## src/rtl/lsu_mem_stage.sv

```systemverilog
// MEM-stage load/store unit: formats stores, drives a word memory via req/ready, formats loads.
// Latency: accept + >=1 ACCESS + 1 DONE cycle; stall holds the pipeline through accept and ACCESS.
module lsu_mem_stage #(
  parameter int TIMEOUT = 16
) (
  input  logic        clock,
  input  logic        reset,
  input  logic        MemRead,
  input  logic        MemWrite,
  input  logic [2:0]  funct3,
  input  logic [31:0] addr,
  input  logic [31:0] store_data,
  output logic        mem_req,
  output logic        mem_we,
  output logic [3:0]  mem_be,
  output logic [31:0] mem_addr,
  output logic [31:0] mem_wdata,
  input  logic        mem_ready,
  input  logic [31:0] mem_rdata,
  output logic [31:0] Read_data,
  output logic        load_valid,
  output logic        stall,
  output logic        access_fault,
  output logic        bus_error
);

  typedef enum logic [1:0] {IDLE, ACCESS, DONE} state_t;

  state_t      state_q, state_d;
  logic [7:0]  cnt_q;
  logic [2:0]  f3_q;
  logic [1:0]  off_q;

  logic        op, legal, aligned, access_ok, timeout_hit;
  logic [3:0]  be_d;
  logic [31:0] wdata_d;
  logic [7:0]  byte_sel;
  logic [15:0] half_sel;
  logic [31:0] load_fmt;

  assign op          = MemRead | MemWrite;
  assign timeout_hit = (cnt_q == 8'(TIMEOUT - 1));

  always_comb begin
    legal = 1'b0;
    if (MemRead && MemWrite) begin
      legal = 1'b0;
    end else if (MemRead) begin
      case (funct3)
        3'b000, 3'b001, 3'b010, 3'b100, 3'b101: legal = 1'b1;
        default:                                legal = 1'b0;
      endcase
    end else begin
      case (funct3)
        3'b000, 3'b001, 3'b010: legal = 1'b1;
        default:                legal = 1'b0;
      endcase
    end
  end

  // funct3[1:0] encodes the access size for both loads and stores
  always_comb begin
    aligned = 1'b0;
    be_d    = 4'b1111;
    wdata_d = store_data;
    case (funct3[1:0])
      2'b00: begin
        aligned = 1'b1;
        be_d    = 4'b0001 << addr[1:0];
        wdata_d = {4{store_data[7:0]}};
      end
      2'b01: begin
        aligned = ~addr[0];
        be_d    = addr[1] ? 4'b1100 : 4'b0011;
        wdata_d = {2{store_data[15:0]}};
      end
      2'b10: begin
        aligned = (addr[1:0] == 2'b00);
        be_d    = 4'b1111;
        wdata_d = store_data;
      end
      default: begin
        aligned = 1'b0;
        be_d    = 4'b1111;
        wdata_d = store_data;
      end
    endcase
  end

  assign access_ok = legal & aligned;

  always_comb begin
    state_d      = state_q;
    stall        = 1'b0;
    mem_req      = 1'b0;
    access_fault = 1'b0;
    case (state_q)
      IDLE: begin
        if (op) begin
          if (access_ok) begin
            stall   = 1'b1;
            state_d = ACCESS;
          end else begin
            access_fault = 1'b1;
          end
        end
      end
      ACCESS: begin
        mem_req = 1'b1;
        stall   = 1'b1;
        if (mem_ready || timeout_hit) state_d = DONE;
      end
      DONE:    state_d = IDLE;
      default: state_d = IDLE;
    endcase
  end

  always_comb begin
    byte_sel = mem_rdata[7:0];
    case (off_q)
      2'd0: byte_sel = mem_rdata[7:0];
      2'd1: byte_sel = mem_rdata[15:8];
      2'd2: byte_sel = mem_rdata[23:16];
      2'd3: byte_sel = mem_rdata[31:24];
      default: byte_sel = mem_rdata[7:0];
    endcase
    half_sel = off_q[1] ? mem_rdata[31:16] : mem_rdata[15:0];
    case (f3_q)
      3'b000:  load_fmt = {{24{byte_sel[7]}}, byte_sel};
      3'b001:  load_fmt = {{16{half_sel[15]}}, half_sel};
      3'b100:  load_fmt = {24'd0, byte_sel};
      3'b101:  load_fmt = {16'd0, half_sel};
      default: load_fmt = mem_rdata;
    endcase
  end

  always_ff @(posedge clock) begin
    if (!reset) begin
      state_q    <= IDLE;
      cnt_q      <= 8'd0;
      f3_q       <= 3'd0;
      off_q      <= 2'd0;
      mem_we     <= 1'b0;
      mem_be     <= 4'd0;
      mem_addr   <= 32'd0;
      mem_wdata  <= 32'd0;
      Read_data  <= 32'd0;
      load_valid <= 1'b0;
      bus_error  <= 1'b0;
    end else begin
      state_q    <= state_d;
      load_valid <= 1'b0;
      if (state_q == IDLE && state_d == ACCESS) begin
        mem_addr  <= {addr[31:2], 2'b00};
        mem_we    <= MemWrite;
        mem_be    <= be_d;
        mem_wdata <= wdata_d;
        f3_q      <= funct3;
        off_q     <= addr[1:0];
        cnt_q     <= 8'd0;
      end
      if (state_q == ACCESS) begin
        if (mem_ready) begin
          cnt_q <= 8'd0;
          if (!mem_we) begin
            Read_data  <= load_fmt;
            load_valid <= 1'b1;
          end
        end else if (timeout_hit) begin
          cnt_q     <= 8'd0;
          bus_error <= 1'b1;
        end else begin
          cnt_q <= cnt_q + 8'd1;
        end
      end
    end
  end

endmodule
```

## config.mk

```make
export PLATFORM = sky130hd
export DESIGN_NAME = lsu_mem_stage
export DESIGN_NICKNAME = d
export VERILOG_FILES = /design/src/rtl/lsu_mem_stage.sv
export SDC_FILE = /design/constraint.sdc
export NUM_CORES = 1
export LEC_CHECK = 0
export CORE_MARGIN = 8
export CORE_UTILIZATION = 45
export CTS_CLUSTER_DIAMETER = 40
export DETAILED_ROUTE_END_ITERATION = 7
export HOLD_SLACK_MARGIN = 0.06
export PLACE_DENSITY = 0.9
export REMOVE_ABC_BUFFERS = 1
export SLEW_MARGIN = 25
export SYNTH_ARGS = -nofsm -noshare
export SYNTH_HDL_FRONTEND = slang
export SYNTH_SLANG_ARGS = --single-unit
export TNS_END_PERCENT = 20
```

## constraint.sdc

```tcl
create_clock -name clock -period 1.8 [get_ports clock]
set_input_delay 0.36 -clock clock [delete_from_list [all_inputs] [get_ports clock]]
set_output_delay 0.36 -clock clock [all_outputs]
set_load 0.01 [all_outputs]
```

==> run summary <==
via count normalized by instance count -> 5.630
Setup TNS -> 0 ns
Post-Synthesis Cells -> 658
DR pass1 iterations -> 5
Tcrit/Tclk final -> 95.10%
reg2reg setup slack -> 0.15 ns
Yosys top cell area share -> 41.79%
Die W -> 127.1 um
worst vdd ir -> 0.6423 mV
CP Data Arrival Time -> 1.35 ns
ANT nets after route -> 0
Worst Setup EP -> mem_be[2]
H-tree depth -> 4
clk sinks -> 116
worst r2r src -> off_q[0]$_SDFFE_PN0P_
FF-to-FF path depth -> 5
P_int -> 6.038 mW
CTS tree -> built
Area after DPL -> 7924 um2
Area Growth Syn to Fin -> 55.66%
Crit path depth -> 1
hold buffer count at cts -> 0
crit-path max cell delay -> 0.60 ns
GPL Wtd Cong -> 0.8025
crit-path cells -> clkdlybuf4s50_1
GR Layer Usage met2 -> 40.52%
Top delay family on crit path -> buffers and inverters
layout cell share with drive strength beyond 1 -> 12.16%
CP startpoint -> mem_be[2]$_SDFFE_PN0P_
GR Util met1 -> 23.97%
Iteration-0 DRC Markers -> 360
clock root cell -> clkbuf_16
pin count of the biggest net entering global routing -> 74
WS Path Type -> register to output port
WP buf/inv -> 1
Final #Nets -> 980
Final Instance Area -> 8650 um2
Switching Share -> 24.17%
Switch Pwr -> 1.924 mW
Cell Area, Synth -> 5557 um2
number of buffers on the longest clock path -> 2
fraction of registers with async set/reset -> 0%
Post-synth EDFFs -> 0
syn avg cell area -> 8.445 um2
r2r endpoint -> Read_data[2]$_SDFFE_PN0P_
Hold Violations, Final -> 0
initial antenna violation count -> 0
commonest non-fill, non-tap cell in the layout -> clkdlybuf4s50_1
total design power -> 7.962 mW
Starting Density -> 46.26%
worst skew pair latency -> 0.41 ns
combinational share of power -> 17.5%
ys flop type -> dfxtp_1
pwr dens -> 920.5 nW/um2
Final setup viols -> 0
Rows -> 40
area leader, netlist -> dfxtp_1
final WL -> 19080 um
grt total ovfl -> 0
RSZ-0062 raised after global routing -> no
first-pass GRT wire length -> 29900 um
GR Util met3 -> 7.945%
worst-margin pin slew -> 0.5845 ns
Pleak -> 3.349 nW
CP startpoint kind -> register
slew margin rel. -> 60.99%
crit end category -> output port
Total GRT Usage -> 23.08%
I/O pins -> 210
Final Max Tran Viols -> 0
busiest layer in global routing -> met2
Peak Freq -> 584.2 MHz
Place WS -> -0.6046 ns
Avg WL per Cell -> 18.44 um
Worst Path Required -> 1.44 ns
IO Port Bufs -> 207
DIE HEIGHT -> 127.1 um
min setup slack post-route -> 0.08811 ns
Layout Skew -> 0.007915 ns
Final min period -> 1.712 ns
Remaining DRCs -> 0
die area -> 16160 um2
Layout Utilization -> 72.01%
sequential area share after synthesis -> 41.79%
max-cap violations -> 0
post-synthesis register bit count -> 116
via count -> 5827
Clock Pin Slew Worst Setup and Hold Paths -> 0.05 ns
DP Wirelength -> 12900 um
top post-synthesis cells by area -> dfxtp_1, mux2i_1, nand2_1
most frequent cells in the layout -> clkdlybuf4s50_1, nand2_1, dfxtp_1
number of global-route vias before repair -> 5785
clock share of power -> 47.4%
Yosys cell types -> 55
CTS buffer count -> 17
hold path startpoint -> reset
crit path max fanout -> 2
Yosys warnings -> 0
Core ar. -> 12010 um2
slowest cell on the critical path -> clkdlybuf4s50_1
Reg power frac -> 35.2%
Hold Path Class -> input pin to register
outcome -> completed
ant diodes -> 0
==> synth_stat cells, drive strengths merged (6+ instances only) <==
cell type and number:
a31o 7, dfxtp 116, nand2b 6, clkbuf 39, o21ai 68, nand3b 8, nand3 22, mux2i 56
and2 9, inv 11, a21oi 24, nor2 9, a211oi 10, nand4 22, a31oi 25, o211a 14
o211ai 10, nor2b 8, buf 22, nand2 136
==> sequential cells by signal, indices dropped and copies added, names as in the netlist, 2 cells and up <==
signal,cells
off_q,2
f3_q,3
mem_wdata,32
cnt_q,8
mem_addr,30
state_q,2
mem_be,4
Read_data,32
==> metrics by stage <==
step                cells  hold slack, ns
finish               1035          0.3175
global route         1035          0.3133
CTS                  1035          0.2949
detailed placement    996          0.4426
global placement      996          0.4355
floorplan             598          0.4415
==> how the worst min path moves through the flow <==
stage | to | slack [ns] | cells past startpoint
floorplan | f3_q[2]$_SDFFE_PN0P_ | 0.44 | 2
global placement | mem_wdata[30]$_SDFFE_PN0P_ | 0.44 | 2
detailed placement | mem_wdata[2]$_SDFFE_PN0P_ | 0.44 | 2
CTS | state_q[1]$_SDFF_PN0_ | 0.29 | 2
global route | state_q[1]$_SDFF_PN0_ | 0.31 | 2
finish | state_q[1]$_SDFF_PN0_ | 0.32 | 2
==> final cells by class <==
| type | count | area [um2] |
|---|---|---|
| multi-input combinational | 471 | 2953 |
| fill | 858 | 3362 |
| sequential | 116 | 2323 |
| inverter | 11 | 41.29 |
| timing repair buffer | 258 | 2487 |
| tap | 147 | 183.9 |
| clock inverter | 9 | 172.7 |
| clock buffer | 23 | 488.0 |
==> power by group through the flow <==
stage | combinational, mW | sequential, mW | clock [mW]
2_1_floorplan | 0.450 | 2.91 | 0
3_3_place_gp | 1.33 | 2.84 | 0
3_5_place_dp | 1.35 | 2.85 | 0
4_1_cts | 1.38 | 2.80 | 3.82
5_1_grt | 1.49 | 2.82 | 3.93
6_report | 1.39 | 2.80 | 3.77
==> cells by family (layout without fill, tap and decap cells) <==
group | after synthesis | in the layout | share of synthesized area, %
AND/OR/NAND/NOR | 234 | 234 | 20.18
AO/OA/AOI/OAI | 174 | 174 | 20.56
flip-flops | 116 | 116 | 41.79
buffers and inverters | 72 | 301 | 6.215
multiplexers | 57 | 57 | 10.49
XOR/XNOR | 3 | 3 | 0.4730
adder cells (fa/ha/maj) | 1 | 1 | 0.2251
other | 1 | 2 | 0.06749
==> routing by layer <==
metal	wire, um	vias to the layer above
li1	-	2794
met1	7225	2755
met2	9697	228
met3	1414	50
met4	744	0
met5	0	-
==> repair_timing <==
item                       4_1_cts  5_1_grt
setup endpoints to repair       59       37
gates resized for setup         24       14
setup buffers                    7        0
pin swaps                        4        4
No activity file was read; power rests on OpenSTA's default activity.
